===== src/rtl/_or16_accum_pkg.sv =====
// _or16_accum_pkg: state encoding and default sizing for the OR accumulator
package _or16_accum_pkg;
  typedef enum logic {ACCUM = 1'b0, HOLD = 1'b1} state_e;
  localparam int WINDOW_DEF = 4;
  localparam int CNT_W_DEF = 8;
endpackage


===== src/rtl/_or16_accum_if.sv =====
// _or16_accum_if: input stream, flush and result handshake of the OR accumulator
interface _or16_accum_if #(
  parameter int CNT_W = 8
);
  logic in_valid;
  logic in_ready;
  logic [15:0] in_data;
  logic flush;
  logic out_valid;
  logic out_ready;
  logic [15:0] out_data;
  logic [CNT_W-1:0] out_count;
  logic out_any;
  modport master (
    output in_valid, in_data, flush, out_ready,
    input in_ready, out_valid, out_data, out_count, out_any
  );
  modport slave (
    input in_valid, in_data, flush, out_ready,
    output in_ready, out_valid, out_data, out_count, out_any
  );
endinterface


===== src/rtl/_or16_accum_or16.sv =====
// _or16: 16-bit bit-wise OR combining element
module _or16 (
  input logic [15:0] a_i,
  input logic [15:0] b_i,
  output logic [15:0] y_o
);
  assign y_o = a_i | b_i;
endmodule


===== src/rtl/_or16_accum.sv =====
// _or16_accum: sticky OR over a window of accepted beats, one result per window.
// Define OR16_ACCUM_OVERLAP_EN to accept a new beat on the result handshake cycle.
module _or16_accum
  import _or16_accum_pkg::*;
#(
  parameter int WINDOW = WINDOW_DEF,
  parameter int CNT_W = CNT_W_DEF
) (
  input logic clk,
  input logic reset,
  _or16_accum_if.slave bus
);
  state_e state_q, state_d;
  logic [15:0] acc_q, acc_d, merged, out_data_q, out_data_d;
  logic [CNT_W-1:0] cnt_q, cnt_d, cnt_inc, out_count_q, out_count_d;
  logic hold_ready, accept, close_beat;
`ifdef OR16_ACCUM_OVERLAP_EN
  assign hold_ready = bus.out_ready;
`else
  assign hold_ready = 1'b0;
`endif
  assign bus.in_ready = !reset && (state_q == ACCUM || hold_ready);
  assign accept = bus.in_valid && bus.in_ready;
  assign cnt_inc = cnt_q + CNT_W'(1);
  assign close_beat = cnt_inc == CNT_W'(WINDOW) || bus.flush;
  // acc/cnt are cleared when a window closes, so in HOLD they already seed a fresh window
  _or16 u_or (.a_i(acc_q), .b_i(bus.in_data), .y_o(merged));
  assign bus.out_valid = state_q == HOLD;
  assign bus.out_data = out_data_q;
  assign bus.out_count = out_count_q;
  assign bus.out_any = |out_data_q;
  always_comb begin
    state_d = (state_q == HOLD && bus.out_ready) ? ACCUM : state_q;
    acc_d = acc_q;
    cnt_d = cnt_q;
    out_data_d = out_data_q;
    out_count_d = out_count_q;
    if (accept && close_beat) begin
      state_d = HOLD;
      acc_d = '0;
      cnt_d = '0;
      out_data_d = merged;
      out_count_d = cnt_inc;
    end else if (accept) begin
      acc_d = merged;
      cnt_d = cnt_inc;
    end else if (state_q == ACCUM && bus.flush && cnt_q != '0) begin
      state_d = HOLD;
      acc_d = '0;
      cnt_d = '0;
      out_data_d = acc_q;
      out_count_d = cnt_q;
    end
  end
  always_ff @(posedge clk) begin
    if (reset) begin
      state_q <= ACCUM;
      acc_q <= '0;
      cnt_q <= '0;
      out_data_q <= '0;
      out_count_q <= '0;
    end else begin
      state_q <= state_d;
      acc_q <= acc_d;
      cnt_q <= cnt_d;
      out_data_q <= out_data_d;
      out_count_q <= out_count_d;
    end
  end
endmodule


===== src/flat_wrapper.sv =====
// flat-port wrapper written by rule: the top's interface ports become plain ports
module _or16_accum_flat import _or16_accum_pkg::*;
#(
  parameter int WINDOW = WINDOW_DEF,
  parameter int CNT_W = CNT_W_DEF
)
  (clk, reset, bus_in_valid, bus_in_data, bus_flush, bus_out_ready, bus_in_ready, bus_out_valid, bus_out_data, bus_out_count, bus_out_any);
  _or16_accum_if #(.CNT_W(CNT_W)) bus_i ();
  input logic clk;
  input logic reset;
  input wire logic [$bits(bus_i.in_valid)-1:0] bus_in_valid;
  input wire logic [$bits(bus_i.in_data)-1:0] bus_in_data;
  input wire logic [$bits(bus_i.flush)-1:0] bus_flush;
  input wire logic [$bits(bus_i.out_ready)-1:0] bus_out_ready;
  output wire logic [$bits(bus_i.in_ready)-1:0] bus_in_ready;
  output wire logic [$bits(bus_i.out_valid)-1:0] bus_out_valid;
  output wire logic [$bits(bus_i.out_data)-1:0] bus_out_data;
  output wire logic [$bits(bus_i.out_count)-1:0] bus_out_count;
  output wire logic [$bits(bus_i.out_any)-1:0] bus_out_any;
  assign bus_i.in_valid = bus_in_valid;
  assign bus_i.in_data = bus_in_data;
  assign bus_i.flush = bus_flush;
  assign bus_i.out_ready = bus_out_ready;
  assign bus_in_ready = bus_i.in_ready;
  assign bus_out_valid = bus_i.out_valid;
  assign bus_out_data = bus_i.out_data;
  assign bus_out_count = bus_i.out_count;
  assign bus_out_any = bus_i.out_any;
  _or16_accum #(.WINDOW(WINDOW), .CNT_W(CNT_W)) u_core (.clk(clk), .reset(reset), .bus(bus_i));
endmodule

===== config.mk =====
export PLATFORM = sky130hd
export DESIGN_NAME = _or16_accum_flat
export DESIGN_NICKNAME = d
export VERILOG_FILES = /design/src/rtl/_or16_accum_pkg.sv /design/src/rtl/_or16_accum_if.sv /design/src/rtl/_or16_accum_or16.sv /design/src/rtl/_or16_accum.sv /design/src/flat_wrapper.sv
export SDC_FILE = /design/constraint.sdc
export NUM_CORES = 1
export LEC_CHECK = 0
export ABC_AREA = 1
export BUFFER_PORTS_ARGS = -buffer_cell sky130_fd_sc_hd__buf_2
export CAP_MARGIN = 30
export CORE_ASPECT_RATIO = 0.7
export CORE_UTILIZATION = 55
export CTS_CLUSTER_DIAMETER = 150
export DETAILED_ROUTE_END_ITERATION = 16
export PLACE_DENSITY = 0.89
export SETUP_SLACK_MARGIN = 0.15
export SLEW_MARGIN = 20
export SYNTH_ARGS = -nofsm -noshare
export SYNTH_HDL_FRONTEND = slang
export SYNTH_SLANG_ARGS = --single-unit
export TNS_END_PERCENT = 10

===== constraint.sdc =====
create_clock -name clk -period 4.2 [get_ports clk]
set_input_delay 0.21 -clock clk [delete_from_list [all_inputs] [get_ports clk]]
set_output_delay 0.21 -clock clk [all_outputs]
set_load 0.03 [all_outputs]

==> flow_summary.ini <==
[status]
status = completed

[final_layout]
syn2layout_area_growth_pct = 13.3
fillers = 370
diodes = 0
num-nets-final = 433
fin_area_um2 = 2760
layout-drive-gt1-share_pct = 17.5

[detailed_routing]
wl_um = 5390
drc_errors = 0
ant_nets = 0
drt-initial-drc-count = 166
vias_per_cell = 5.02
num_vias = 2322
wire_per_inst_um = 11.6
drtPass1Iterations = 4

[clock_tree]
clk_pin_slew_ns = 0.09
cts.sinks = 49
cts_tree = yes
htree_levels = 2
cts_resized = 0
postCtsSetupBuffers = 0
clockBufferDepth = 2
clockRootBuffer = clkbuf_8
hold_buffers = 0
cts_made_buffers = 5
insertion_delay_ns = 0.29

[global_routing]
grt_pass1_vias = 1990
grt_pass1_wl_um = 8950
antenna_found_initial = 0
grt_usage_pct = 24.8
grt_max_degree = 43
grt_overflow = 0

[synthesis]
synth_top_area_cell = dfxtp_1
synth_seq_cells = 49
yosysTopAreaCellShare_pct = 40.2
yosysWarnings = 0
synth_nets = 393
synth_area_leaders = dfxtp_1 (40%), nand2_1 (21%), nor2_1 (9.7%), nand3_1 (4.7%), inv_1 (4.0%)
syn_area_um2 = 2440
syn_area_per_cell_um2 = 6.59
ys_seq_area_share_pct = 40.2
netlist_instances = 370
synth.distinct_cells = 27

[pwr]
power.density_nw_per_um2 = 374
p_leak_nw = 1.34
ir_drop_v = 0.000241

[sta]
clock-skew-final_ns = 0.00352
tns_ns = 0
rsz0062_at_grt = false
maxSlewHeadroom_pct = 57.9
finalSetupViolCount = 0
post-route-period-util_pct = 57.0
fmax_mhz = 418
finalCriticalPeriod_ns = 2.39
maxSlewViolCount = 0
tightest_slew_ns = 0.630
hold_viol_final = 0

[worst_hold_path]
hold_start = reset
hp-class = in2reg

[floorplan]
start_util_pct = 59.6
ios = 48
core_area_um2 = 4090
fp-row-count = 19
fp.dieW_um = 81.6
design.die.area_um2 = 4710
fp.dieH_um = 57.7

[setup_path]
required_ns = 4.39
cp_max_fo = 42
crit_start = u_core.cnt_q[0]$_SDFFE_PP0P_
crit-reg2reg-launch = u_core.cnt_q[0]$_SDFFE_PP0P_
cp-end-kind = flop
critPathKind = reg2reg
worstSetupStartpointType = flop
critPathArrivalTime_ns = 2.58

[placed_design]
dp_hpwl_um = 3870
port_buffers = 47
placed_area_um2 = 2650
gp_congestion = 0.952

[job]
maxCapViolations = 0
## per-stage QoR
stage                     hold WS [ns]  power (mW)  util (%)  worst slack, ns  cells
final                            0.106        1.03      67.6             1.81    463
after detailed placement         0.419       0.700      64.7             1.85    455
after global routing             0.105        1.08      67.6             1.57    463
after global placement           0.414       0.695      64.7             1.90    455
after CTS                        0.102        1.04      67.6             1.82    463
after floorplan                  0.272       0.655         -             2.16    370
## final cells by class
type | count | area [um2] | area share [%]
clock buffers | 7 | 86.3 | 3.12
clock inverters | 1 | 30.0 | 1.09
inverters | 31 | 116 | 4.21
multi-input cells | 276 | 1250 | 45.2
flip-flops and latches | 49 | 981 | 35.5
well taps | 52 | 65.1 | 2.35
repair buffers | 47 | 235 | 8.51
## where the power goes
| group | internal [mW] | leakage [nW] | switching [mW] | total, mW |
|---|---|---|---|---|
| combinational | 0.0592 | 0.884 | 0.127 | 0.187 |
| sequential | 0.489 | 0.399 | 0.0156 | 0.504 |
| clock | 0.194 | 0.0585 | 0.148 | 0.342 |
| total | 0.742 | 1.34 | 0.291 | 1.03 |
## cell usage after synthesis, drive strengths merged
library cell / count
ha: 2
dfxtp: 49
nand3b: 5
inv: 31
o21ai: 3
nor2: 66
a21oi: 19
nand2: 143
clkbuf: 4
nand3: 25
and2: 4
nor4: 4
xor2: 2
buf: 10
nand4: 3
## registers in the layout, indices dropped and copies added, names as in the netlist
register / cells
u_core.acc_q: 16
u_core.bus.out_count: 8
u_core.bus.out_data: 16
u_core.bus.out_valid: 1
u_core.cnt_q: 8
## cells by family after synthesis
kind of cell               count (synthesis)  share of synthesized area [%]
and+or+nand+nor                          250                           44.8
xor gates and xnor gates                   2                          0.718
adders and majority gates                  2                           1.03
buffers and inverters                     45                           8.52
AOI/OAI and AO/OA                         22                           4.67
DFF                                       49                           40.2
## path summary, 6_finish.rpt
kind | cells after the start | to | slack, ns
max reg2reg | 12 | u_core.bus.out_data[8]$_SDFFE_PP0P_ | 1.81
min reg2reg | 2 | u_core.bus.out_count[4]$_SDFFE_PP0P_ | 0.45
min | 2 | u_core.bus.out_valid$_SDFF_PP0_ | 0.11
max | 12 | u_core.bus.out_data[8]$_SDFFE_PP0P_ | 1.81
## layout by cell type (no fill, tap or decap), types with 5 or more instances in the layout
master,instances
clkbuf_8,6
dfxtp_1,49
nand2_1,136
nand3_1,23
buf_2,47
inv_1,26
nand3b_1,5
a21oi_1,18
inv_2,5
nor2_1,63
## worst max-delay path, stage by stage (launching register included)
cell and delay, ns:
dfxtp_1 0.45, ha_1 0.28, nand3_2 0.12, o21ai_1 0.14
nand2_1 0.11, nor2_1 0.20, nand2_4 0.18, nand2_8 0.14
nand2_8 0.09, nand2_4 0.33, nand2_1 0.11, nand2_1 0.08
nor2_1 0.05
## metal layers
layer  routed length, um  GRT usage (%)  vias up
met4                  19           5.26        0
met2                2200           37.5       80
met3                 450           5.20        2
met1                2720           36.4     1016
met5                   0              0        -
li1                    -              -     1224
No activity file was read; power rests on OpenSTA's default activity.
